===== src/rtl/fft_frame_ctrl.sv =====
// rtl/fft_frame_ctrl.sv - frames a continuous sample stream into N-point FFT sink packets
// Handles back-pressure drops, continuous capture and FFT output completion tracking.
module fft_frame_ctrl #(
  parameter int FFT_LEN = 1024,
  parameter int DATA_W  = 14
) (
  input  logic              clk,
  input  logic              reset_n,
  input  logic              start,
  input  logic              cont,
  input  logic [DATA_W-1:0] in_data,
  input  logic              in_valid,
  input  logic              sink_ready,
  output logic              sink_valid,
  output logic              sink_sop,
  output logic              sink_eop,
  output logic [DATA_W-1:0] sink_real,
  output logic [DATA_W-1:0] sink_imag,
  input  logic              source_valid,
  input  logic              source_eop,
  output logic              busy,
  output logic              done,
  output logic [15:0]       frame_cnt,
  output logic [15:0]       drop_cnt,
  output logic              overflow
);

  localparam int IDX_W = $clog2(FFT_LEN);
  localparam logic [IDX_W-1:0] IDX_LAST = IDX_W'(FFT_LEN - 1);

  typedef enum logic [1:0] {
    ST_IDLE,
    ST_STREAM,
    ST_WAIT_OUT
  } state_t;

  state_t            state_q, state_d;
  logic [IDX_W-1:0]  idx_q, idx_d;
  logic              sink_valid_q, sink_valid_d;
  logic              sink_sop_q, sink_sop_d;
  logic              sink_eop_q, sink_eop_d;
  logic [DATA_W-1:0] sink_real_q, sink_real_d;
  logic              done_q, done_d;
  logic [15:0]       frame_cnt_q, frame_cnt_d;
  logic [15:0]       drop_cnt_q, drop_cnt_d;
  logic              overflow_q, overflow_d;

  logic accept;
  logic drop;
  logic last_beat;
  logic src_eop_hs;

  always_comb begin
    accept     = (state_q == ST_STREAM) && in_valid && sink_ready;
    drop       = (state_q == ST_STREAM) && in_valid && !sink_ready;
    last_beat  = (idx_q == IDX_LAST);
    src_eop_hs = source_valid && source_eop;

    state_d      = state_q;
    idx_d        = idx_q;
    done_d       = 1'b0;
    sink_valid_d = accept;
    sink_sop_d   = accept && (idx_q == '0);
    sink_eop_d   = accept && last_beat;
    sink_real_d  = accept ? in_data : sink_real_q;
    frame_cnt_d  = src_eop_hs ? frame_cnt_q + 16'd1 : frame_cnt_q;
    drop_cnt_d   = (drop && (drop_cnt_q != 16'hFFFF)) ? drop_cnt_q + 16'd1 : drop_cnt_q;
    overflow_d   = overflow_q || drop;

    case (state_q)
      ST_IDLE: begin
        if (start || cont) begin
          state_d = ST_STREAM;
          idx_d   = '0;
        end
      end
      ST_STREAM: begin
        if (accept) begin
          if (last_beat) begin
            // cont is only looked at here, so a mid-frame change never truncates a frame
            idx_d   = '0;
            state_d = cont ? ST_STREAM : ST_WAIT_OUT;
          end else begin
            idx_d = idx_q + 1'b1;
          end
        end
      end
      ST_WAIT_OUT: begin
        if (src_eop_hs) begin
          state_d = ST_IDLE;
          done_d  = 1'b1;
        end
      end
      default: state_d = ST_IDLE;
    endcase
  end

  always_ff @(posedge clk) begin
    if (!reset_n) begin
      state_q      <= ST_IDLE;
      idx_q        <= '0;
      sink_valid_q <= 1'b0;
      sink_sop_q   <= 1'b0;
      sink_eop_q   <= 1'b0;
      sink_real_q  <= '0;
      done_q       <= 1'b0;
      frame_cnt_q  <= '0;
      drop_cnt_q   <= '0;
      overflow_q   <= 1'b0;
    end else begin
      state_q      <= state_d;
      idx_q        <= idx_d;
      sink_valid_q <= sink_valid_d;
      sink_sop_q   <= sink_sop_d;
      sink_eop_q   <= sink_eop_d;
      sink_real_q  <= sink_real_d;
      done_q       <= done_d;
      frame_cnt_q  <= frame_cnt_d;
      drop_cnt_q   <= drop_cnt_d;
      overflow_q   <= overflow_d;
    end
  end

  assign sink_valid = sink_valid_q;
  assign sink_sop   = sink_sop_q;
  assign sink_eop   = sink_eop_q;
  assign sink_real  = sink_real_q;
  assign sink_imag  = '0;
  assign busy       = (state_q != ST_IDLE);
  assign done       = done_q;
  assign frame_cnt  = frame_cnt_q;
  assign drop_cnt   = drop_cnt_q;
  assign overflow   = overflow_q;

endmodule


===== config.mk =====
export PLATFORM = sky130hd
export DESIGN_NAME = fft_frame_ctrl
export DESIGN_NICKNAME = d
export VERILOG_FILES = /design/src/rtl/fft_frame_ctrl.sv
export SDC_FILE = /design/constraint.sdc
export NUM_CORES = 1
export LEC_CHECK = 0
export BUFFER_PORTS_ARGS = -buffer_cell sky130_fd_sc_hd__buf_2
export CAP_MARGIN = 5
export CELL_PAD_IN_SITES_DETAIL_PLACEMENT = 0
export CELL_PAD_IN_SITES_GLOBAL_PLACEMENT = 1
export CORE_MARGIN = 8
export CORE_UTILIZATION = 38
export DETAILED_ROUTE_END_ITERATION = 10
export HOLD_SLACK_MARGIN = 0.15
export PLACE_DENSITY_LB_ADDON = 0.1
export SLEW_MARGIN = 20
export SYNTH_ARGS = -nofsm -noshare
export SYNTH_HDL_FRONTEND = slang
export SYNTH_SLANG_ARGS = --single-unit
export TNS_END_PERCENT = 10

===== constraint.sdc =====
create_clock -name clk -period 2.6 [get_ports clk]
set_clock_uncertainty 0.2 [all_clocks]
set_input_delay 0.39 -clock clk [delete_from_list [all_inputs] [get_ports clk]]
set_output_delay 0.39 -clock clk [all_outputs]
set_load 0.005 [all_outputs]

* Word-level counts from Yosys, hierarchy flattened
Index checks and enable logic that the tools add are counted.
** Word-level totals
- Output and inout bits :: 66
- Bits in registers :: 63
- Word-level logic and storage cells :: 49
** Operators by class
- Muxes and demuxes :: 11
- Add/sub/neg operators :: 3
- Reduce and logical (&&, ||, !) cells :: 17
- Eq/ne operators :: 8
** Operators with widths (number)
- $add A16 B1 Y16 const B :: 2
- $mux W10 :: 3
- $pmux W10 S2 :: 1
- $ne A16 B16 Y1 const B :: 1
- $add A10 B1 Y10 const B :: 1
- $eq A10 B10 Y1 const B :: 1
- $logic_not A10 Y1 :: 1
- $mux W2 :: 5
- $ne A2 B2 Y1 const B :: 4
- $logic_and A1 B1 Y1 :: 7
- $pmux W2 S3 :: 1
- $reduce_and A4 Y1 :: 1
- $reduce_bool A2 Y1 :: 2
- $reduce_and A3 Y1 :: 1
- $eq A2 B1 Y1 const B :: 1
- $eq A2 B2 Y1 const B :: 1
- $logic_not A2 Y1 :: 1
- $logic_or A1 B1 Y1 :: 2
- $reduce_and A2 Y1 :: 1
- $logic_not A1 Y1 :: 1
- $mux W1 :: 1

* Logic depth before layout (Yosys ltp)
Gate-level depths: netlist of the first run.
- Depth in word-level cells :: 5
- Mapped depth :: 6
- Depth with buffers taken out :: 6

* Least setup slack after synthesis of the first run
Ideal clock, no wire load.
- Kind :: register to register
- Start point :: register idx_q[0]
- End point :: register idx_q[0]
- Data arrival time :: 1462 ps
- Stages on the path, launching flop included :: 7
- Library setup time :: 121 ps
- Path slack :: 817 ps
- Path through :: dfxtp_1 -> ha_1 -> nand4_1 -> or3_1 -> and3b_1 -> o21ai_4 -> nor2_1
** Between the ends
- Longest elaborated chain between the ends :: 4
- Elaborated cells between the ends (all ways) :: 5
- Those cells by class :: add/sub: 1; eq/ne: 1; mux: 3
** Ends and longest elaborated chain
- start: declaration :: line 38 : logic [IDX_W-1:0] idx_q, idx_d;
- start signal: assignment :: line 112 : idx_q <= idx_d;
- $add A10 B1 Y10 or $eq A10 B10 Y1 (tied branches) :: line 84, 56
- $mux W10 (*) :: line 79 : if (last_beat) begin
- $mux W10 (*) :: line 78 : if (accept) begin
- $pmux W10 S2 (*) :: line 70 : case (state_q)
Mark *: on every way between the ends. The rest lies on a longest branch, timed or not. The select of a mux whose other input is x is not followed.
A chain may end at the register's enable or synchronous reset.

* Worst setup path after layout of the first run
- Start point :: register idx_q[0]
- End point :: register idx_q[5]
The elaborated chain is that of the path after synthesis.

==> flow_metrics.tcl, run 1 <==
set metrics [dict create \
    first_pass_iters 4 \
    drc_errors 0 \
    dieArea_mm2 0.01113 \
    critPathMaxFanout 8 \
    path_clk_slew_ps 60 \
    synth_cell_types 49 \
    crit_arrival_ps 1990 \
    cts_resized 0 \
    worst-path-buf-inv 0 \
    synth_area_mm2 0.003045 \
    holdWs_ps 211.5 \
    min_period_ps 1979 \
    crit_path_end_kind "flip-flop" \
    diodes 0 \
    synth_area_per_cell_um2 9.201 \
    ctsHoldBuffers 14 \
    setup_viol 0 \
    hold_depth 2 \
    worstHoldStart "reset_n" \
    nNetsFinal 446 \
    cts_tree "done" \
    ys_seq_area_frac 0.4141 \
    hpwlAfterDp_um 5060 \
    power.density_mw_per_mm2 483.1 \
    rrSetupSlack_ps 620 \
    track_usage 0.1276 \
    slew_viol_final 0 \
    yosysWarnings 0 \
    io_buffers 73 \
    status "finished clean" \
    cts_setup_buffers 0 \
    timing.fmax_mhz 505.3 \
    cts_root_buf "clkbuf_8" \
    cts_made_buffers 9 \
    fillers 776 \
    core-area_mm2 0.007767 \
    period_share 0.7611 \
    max_cap_viol_count 0 \
    initial_core_util 0.3921 \
    cp_slowest_cell "dfxtp_1" \
    synth-edff-count 0 \
    p_leak_nw 1.662 \
    reg2reg_depth 6 \
    synthToLayoutAreaGrowth_pct 22.80 \
    antenna_found_initial 0 \
    finalHoldViolations 0 \
    place.gp.congestion 0.7528 \
    placed_cell_area_mm2 0.003455 \
    grt_max_degree 27 \
    clkLatencyLatePin_ps 330 \
    reg2reg_from "idx_q[0]$_SDFFE_PN0P_" \
    hold_end "state_q[1]$_SDFFE_PN0P_" \
    routedWlPerCell_um 13.14 \
    synth_ff_type "dfxtp_1" \
    totalWireLength_um 6897 \
    grt_pass1_wl_um 11740 \
    crit_chain "ha_1, nand4_1, or3_1, and3b_1, o21ai_4, nor2_1" \
    start_kind "flip-flop" \
    drtIter0Drc 51 \
    async_reset_ff_frac 0 \
    drive_gt1_frac 0.2506 \
    htreeDepth 3 \
    syn_inst 331 \
    setup_tns_ps 0 \
    crit_required_ps 2610 \
    ant_nets 0 \
    die_h_um 105.5 \
    final_area_mm2 0.003740 \
    crit_type "flip-flop to flip-flop" \
    crit_family "simple AND/OR/NAND/NOR gates" \
    dieWidth_um 105.5 \
    final_cells 525 \
    ys_ff_latch 63 \
    post-place-cells 497 \
    cpPeakStageDelay_ps 420 \
    hold_path_class "primary input to flip-flop" \
    viasPerCell 4.701 \
    clk_path_buf_depth 2 \
    rows 32 \
    crit_start "idx_q[0]$_SDFFE_PN0P_" \
    num_vias 2468 \
    grt_pass1_vias 2499 \
    reg2reg_to "idx_q[5]$_SDFFE_PN0P_" \
    rsz0062_at_grt "no" \
    vdd_drop_max_mv 0.2804 \
    ioPinCount 88 \
    clock_sinks 63 \
    overflow 0 \
]
[cells in the mapped netlist (all sizes together), types with 3 or more instances]
| library cell | count | area share |
|---|---|---|
| nor4 | 7 | 0.031 |
| nand3 | 10 | 0.020 |
| nor4b | 4 | 0.016 |
| mux2i | 5 | 0.016 |
| and3 | 3 | 0.0062 |
| and2 | 27 | 0.056 |
| o21a | 3 | 0.0099 |
| nor2 | 12 | 0.015 |
| nor3 | 11 | 0.021 |
| xor2 | 17 | 0.049 |
| and4b | 3 | 0.0099 |
| a21boi | 18 | 0.044 |
| nor2b | 3 | 0.0062 |
| a21oi | 3 | 0.0049 |
| nand2b | 3 | 0.0062 |
| o21ai | 7 | 0.015 |
| inv | 11 | 0.014 |
| buf | 17 | 0.042 |
| nand4 | 9 | 0.023 |
| dfxtp | 63 | 0.41 |
| ha | 4 | 0.016 |
| xnor2 | 15 | 0.043 |
| clkbuf | 9 | 0.011 |
| or3 | 6 | 0.012 |
| nand2 | 48 | 0.059 |
[final cells by class]
cell class                 instances  area (um^2)  share of cell area
clock buffer                      12        135.1             0.03613
clock inverter                     2        10.01            0.002676
inverter                          11        41.29             0.01104
multi-input combinational        244         1629              0.4356
sequential                        63         1261              0.3372
tap                              102        127.6             0.03412
timing repair buffer              91        535.5              0.1432
[worst max-delay path by stage]
stage	end	slack (ps)	cells after the start
floorplan	idx_q[0]$_SDFFE_PN0P_	820	6
global placement	frame_cnt[10]$_SDFFE_PN0N_	650	6
detailed placement	frame_cnt[8]$_SDFFE_PN0N_	600	5
CTS	idx_q[2]$_SDFFE_PN0P_	620	6
global route	drop_cnt[0]$_SDFFE_PN0P_	480	6
finish	idx_q[5]$_SDFFE_PN0P_	620	6
[power breakdown]
group / switching [mW] / internal, mW
clock: 0.345 / 0.333
sequential: 0.0135 / 0.981
combinational: 0.0686 / 0.0656
total: 0.427 / 1.38
[sequential cells by signal (all words and copies together), names as in the netlist]
register and cells:
drop_cnt 16, frame_cnt 16, sink_real 14, idx_q 10
state_q 2, done 1, overflow 1, sink_eop 1
sink_sop 1, sink_valid 1
[placed cells by master, fill, tap and decap left out, types with 4 or more instances in the layout]
| master | Yosys | layout |
|---|---|---|
| inv_1 | 11 | 11 |
| clkbuf_8 | 0 | 9 |
| and2_1 | 26 | 26 |
| nor3_1 | 9 | 9 |
| ha_1 | 4 | 4 |
| nand4_1 | 7 | 7 |
| conb_1 | 1 | 14 |
| or3_1 | 6 | 6 |
| nand2_1 | 48 | 48 |
| buf_2 | 1 | 73 |
| xnor2_1 | 15 | 15 |
| o21ai_0 | 5 | 5 |
| a21boi_0 | 16 | 16 |
| dfxtp_1 | 63 | 63 |
| dlygate4sd3_1 | 0 | 14 |
| mux2i_1 | 5 | 5 |
| xor2_1 | 17 | 17 |
| buf_4 | 15 | 4 |
| nor2_1 | 12 | 12 |
| nand3_1 | 8 | 8 |
[through the flow]
stage | power (mW) | util | setup slack (ps)
after floorplan | 1.102 | - | 816.8
after global placement | 1.135 | 0.4447 | 649.9
after detailed placement | 1.136 | 0.4447 | 596.5
after CTS | 1.852 | 0.4815 | 618.7
after global routing | 1.911 | 0.4815 | 477.5
final | 1.807 | 0.4815 | 621.1
[cell families after synthesis]
logic type | synth area share
AND/OR/NAND/NOR | 0.3094
flip-flops | 0.4141
buffers and inverters | 0.06697
AO/OA/AOI/OAI | 0.08340
XOR/XNOR | 0.09203
multiplexers | 0.01643
adder cells (fa/ha/maj) | 0.01643
other | 0.001231
[per-layer routing]
metal  wire length (um)  GRT usage  vias up  part of all wire
met3                578    0.06212        8             0.084
met1               3034     0.1370     1132              0.44
met2               3199     0.2167       63              0.46
li1                   -          -     1265                 -
met4                 85    0.03920        0             0.012
met5                  0          0        -                 0
No activity file was read; power rests on OpenSTA's default activity.
==> run 2: changes to the inputs <==
Settings changed: CORE_UTILIZATION 38 to 35.
Clock period 2.6 ns to 1.8 ns, I/O delays scaled along.
==> run 2 against run 1 <==
Against the previous run: worst hold slack improved by 48 ps; combinational power increased by 73%; die area increased by 7.3%; the flow now finishes with violations (negative setup slack); largest power group is now the clock network.
==> flow_metrics.tcl, run 2 (synthesis results as in run 1) <==
set metrics [dict create \
    setup_tns_ps -69.67 \
    reg2reg_from "idx_q[0]$_SDFFE_PN0P_" \
    grt_pass1_wl_um 12700 \
    regArea_mm2 0.001265 \
    dieWidth_um 109.3 \
    ioPinCount 88 \
    period_share 1.012 \
    rrSetupSlack_ps -20 \
    final_area_mm2 0.004333 \
    path_clk_slew_ps 70 \
    clk_path_buf_depth 2 \
    die_h_um 109.3 \
    synthToLayoutAreaGrowth_pct 42.28 \
    max_cap_viol_count 0 \
    finalHoldViolations 0 \
    placed_cell_area_mm2 0.003807 \
    use_met1 0.1564 \
    ant_nets 0 \
    hold_depth 2 \
    grt_pass1_vias 2618 \
    first_pass_iters 4 \
    slew_viol_final 0 \
    met3_usage 0.04551 \
    fillers 867 \
    drtIter0Drc 71 \
    grt_max_degree 29 \
    clock_sinks 63 \
    crit_path_end_kind "flip-flop" \
    dieArea_mm2 0.01194 \
    setup_viol 6 \
    cts_root_buf "clkbuf_8" \
    track_usage 0.1342 \
    final_common_cell "buf_2" \
    drc_errors 0 \
    crit_required_ps 1820 \
    routedWlPerCell_um 13.32 \
    hpwlAfterDp_um 5621 \
    antenna_found_initial 0 \
    crit_arrival_ps 1840 \
    overflow 0 \
    initial_core_util 0.3544 \
    io_buffers 73 \
    timing.fmax_mhz 549.1 \
    diodes 0 \
    crit_type "flip-flop to flip-flop" \
    top_usage_layer "met2" \
    reg2reg_depth 6 \
    worstHoldStart "sink_real[13]$_SDFFE_PN0P_" \
    vdd_drop_max_mv 0.3858 \
    reg2reg_to "idx_q[9]$_SDFFE_PN0P_" \
    core-area_mm2 0.008593 \
    totalWireLength_um 7755 \
    status "finished with violations" \
    nNetsFinal 496 \
    drive_gt1_frac 0.3650 \
    rows 34 \
    rsz0062_at_grt "yes" \
    multi_input_area_mm2 0.001725 \
    worst_slack_ps -21.06 \
    htreeDepth 3 \
    violations "negative setup slack" \
    cts_tree "done" \
    min_period_ps 1821 \
    final_cell_mix "73 x buf_2, 60 x dfxtp_1, 50 x buf_4" \
    gr-usage-met2 0.2166 \
    start_kind "flip-flop" \
    hold_path_class "flip-flop to flip-flop" \
    place.gp.congestion 0.7869 \
    hold_end "sink_real[13]$_SDFFE_PN0P_" \
    p_leak_nw 1.986 \
    viasPerCell 4.555 \
    num_vias 2651 \
    power.density_mw_per_mm2 738.9 \
    clkLatencyLatePin_ps 340 \
    cts_made_buffers 9 \
    critPathMaxFanout 8 \
]
-- run 2: metal layers --
layer	part of all wire	wire length, um
met5	0	0
met4	0.017	132
met3	0.074	571
met2	0.46	3555
met1	0.45	3496
-- run 2: where the power goes --
group / total [mW] / leakage [nW] / internal (mW) / switching [mW]
clock: 1.54 / 0.123 / 0.989 / 0.546
sequential: 1.43 / 0.510 / 1.42 / 0.0171
combinational: 0.232 / 1.35 / 0.117 / 0.115
-- run 2: worst max path at each step --
| stage | start | endpoint | slack [ps] | cells past startpoint |
|---|---|---|---|---|
| CTS | idx_q[0]$_SDFFE_PN0P_ | idx_q[9]$_SDFFE_PN0P_ | -30 | 6 |
| global route | state_q[1]$_SDFFE_PN0P_ | idx_q[5]$_SDFFE_PN0P_ | -110 | 5 |
| detailed placement | drop_cnt[6]$_SDFFE_PN0P_ | drop_cnt[6]$_SDFFE_PN0P_ | -40 | 6 |
| global placement | drop_cnt[6]$_SDFFE_PN0P_ | drop_cnt[6]$_SDFFE_PN0P_ | -20 | 6 |
| floorplan | idx_q[0]$_SDFFE_PN0P_ | idx_q[0]$_SDFFE_PN0P_ | 20 | 6 |
| finish | idx_q[0]$_SDFFE_PN0P_ | idx_q[9]$_SDFFE_PN0P_ | -20 | 6 |
-- run 2: area by class of cell --
cell class / instances / share of cell area
clock buffers: 12 / 0.03581
clock inverters: 3 / 0.02079
inverters: 11 / 0.009529
multi-input cells: 244 / 0.3982
flip-flops and latches: 63 / 0.2919
well taps: 108 / 0.03119
repair buffers: 141 / 0.2125
-- run 2: timing repair --
item / in CTS / in global routing
cloned: 0 / 0
hold buffers: 18 / 0
endpoints found under the hold margin: 17 / 0
setup buffers: 0 / 0
setup endpoints to repair: 11 / 26
pin swaps: 0 / 9
resized for setup: 3 / 18
-- run 2: worst max-delay path, stage by stage, from the launching register on --
cell	delay [ps]
dfxtp_2	360
ha_4	130
nand4_1	80
or3_4	350
and3b_2	240
o21ai_4	260
nor2_1	80
-- run 2: per-stage QoR --
stage                     setup WS [ps]  cells  total power [mW]    util  hold WS, ps
after CTS                        -31.41    582             3.244  0.4936        263.6
after floorplan                   16.78    344             1.592       -        214.9
after global routing             -108.7    582             3.337  0.5042        285.9
final                            -21.06    582             3.202  0.5042        259.0
after global placement           -24.24    549             1.659  0.4431        247.3
after detailed placement         -44.10    549             1.660  0.4431        253.1
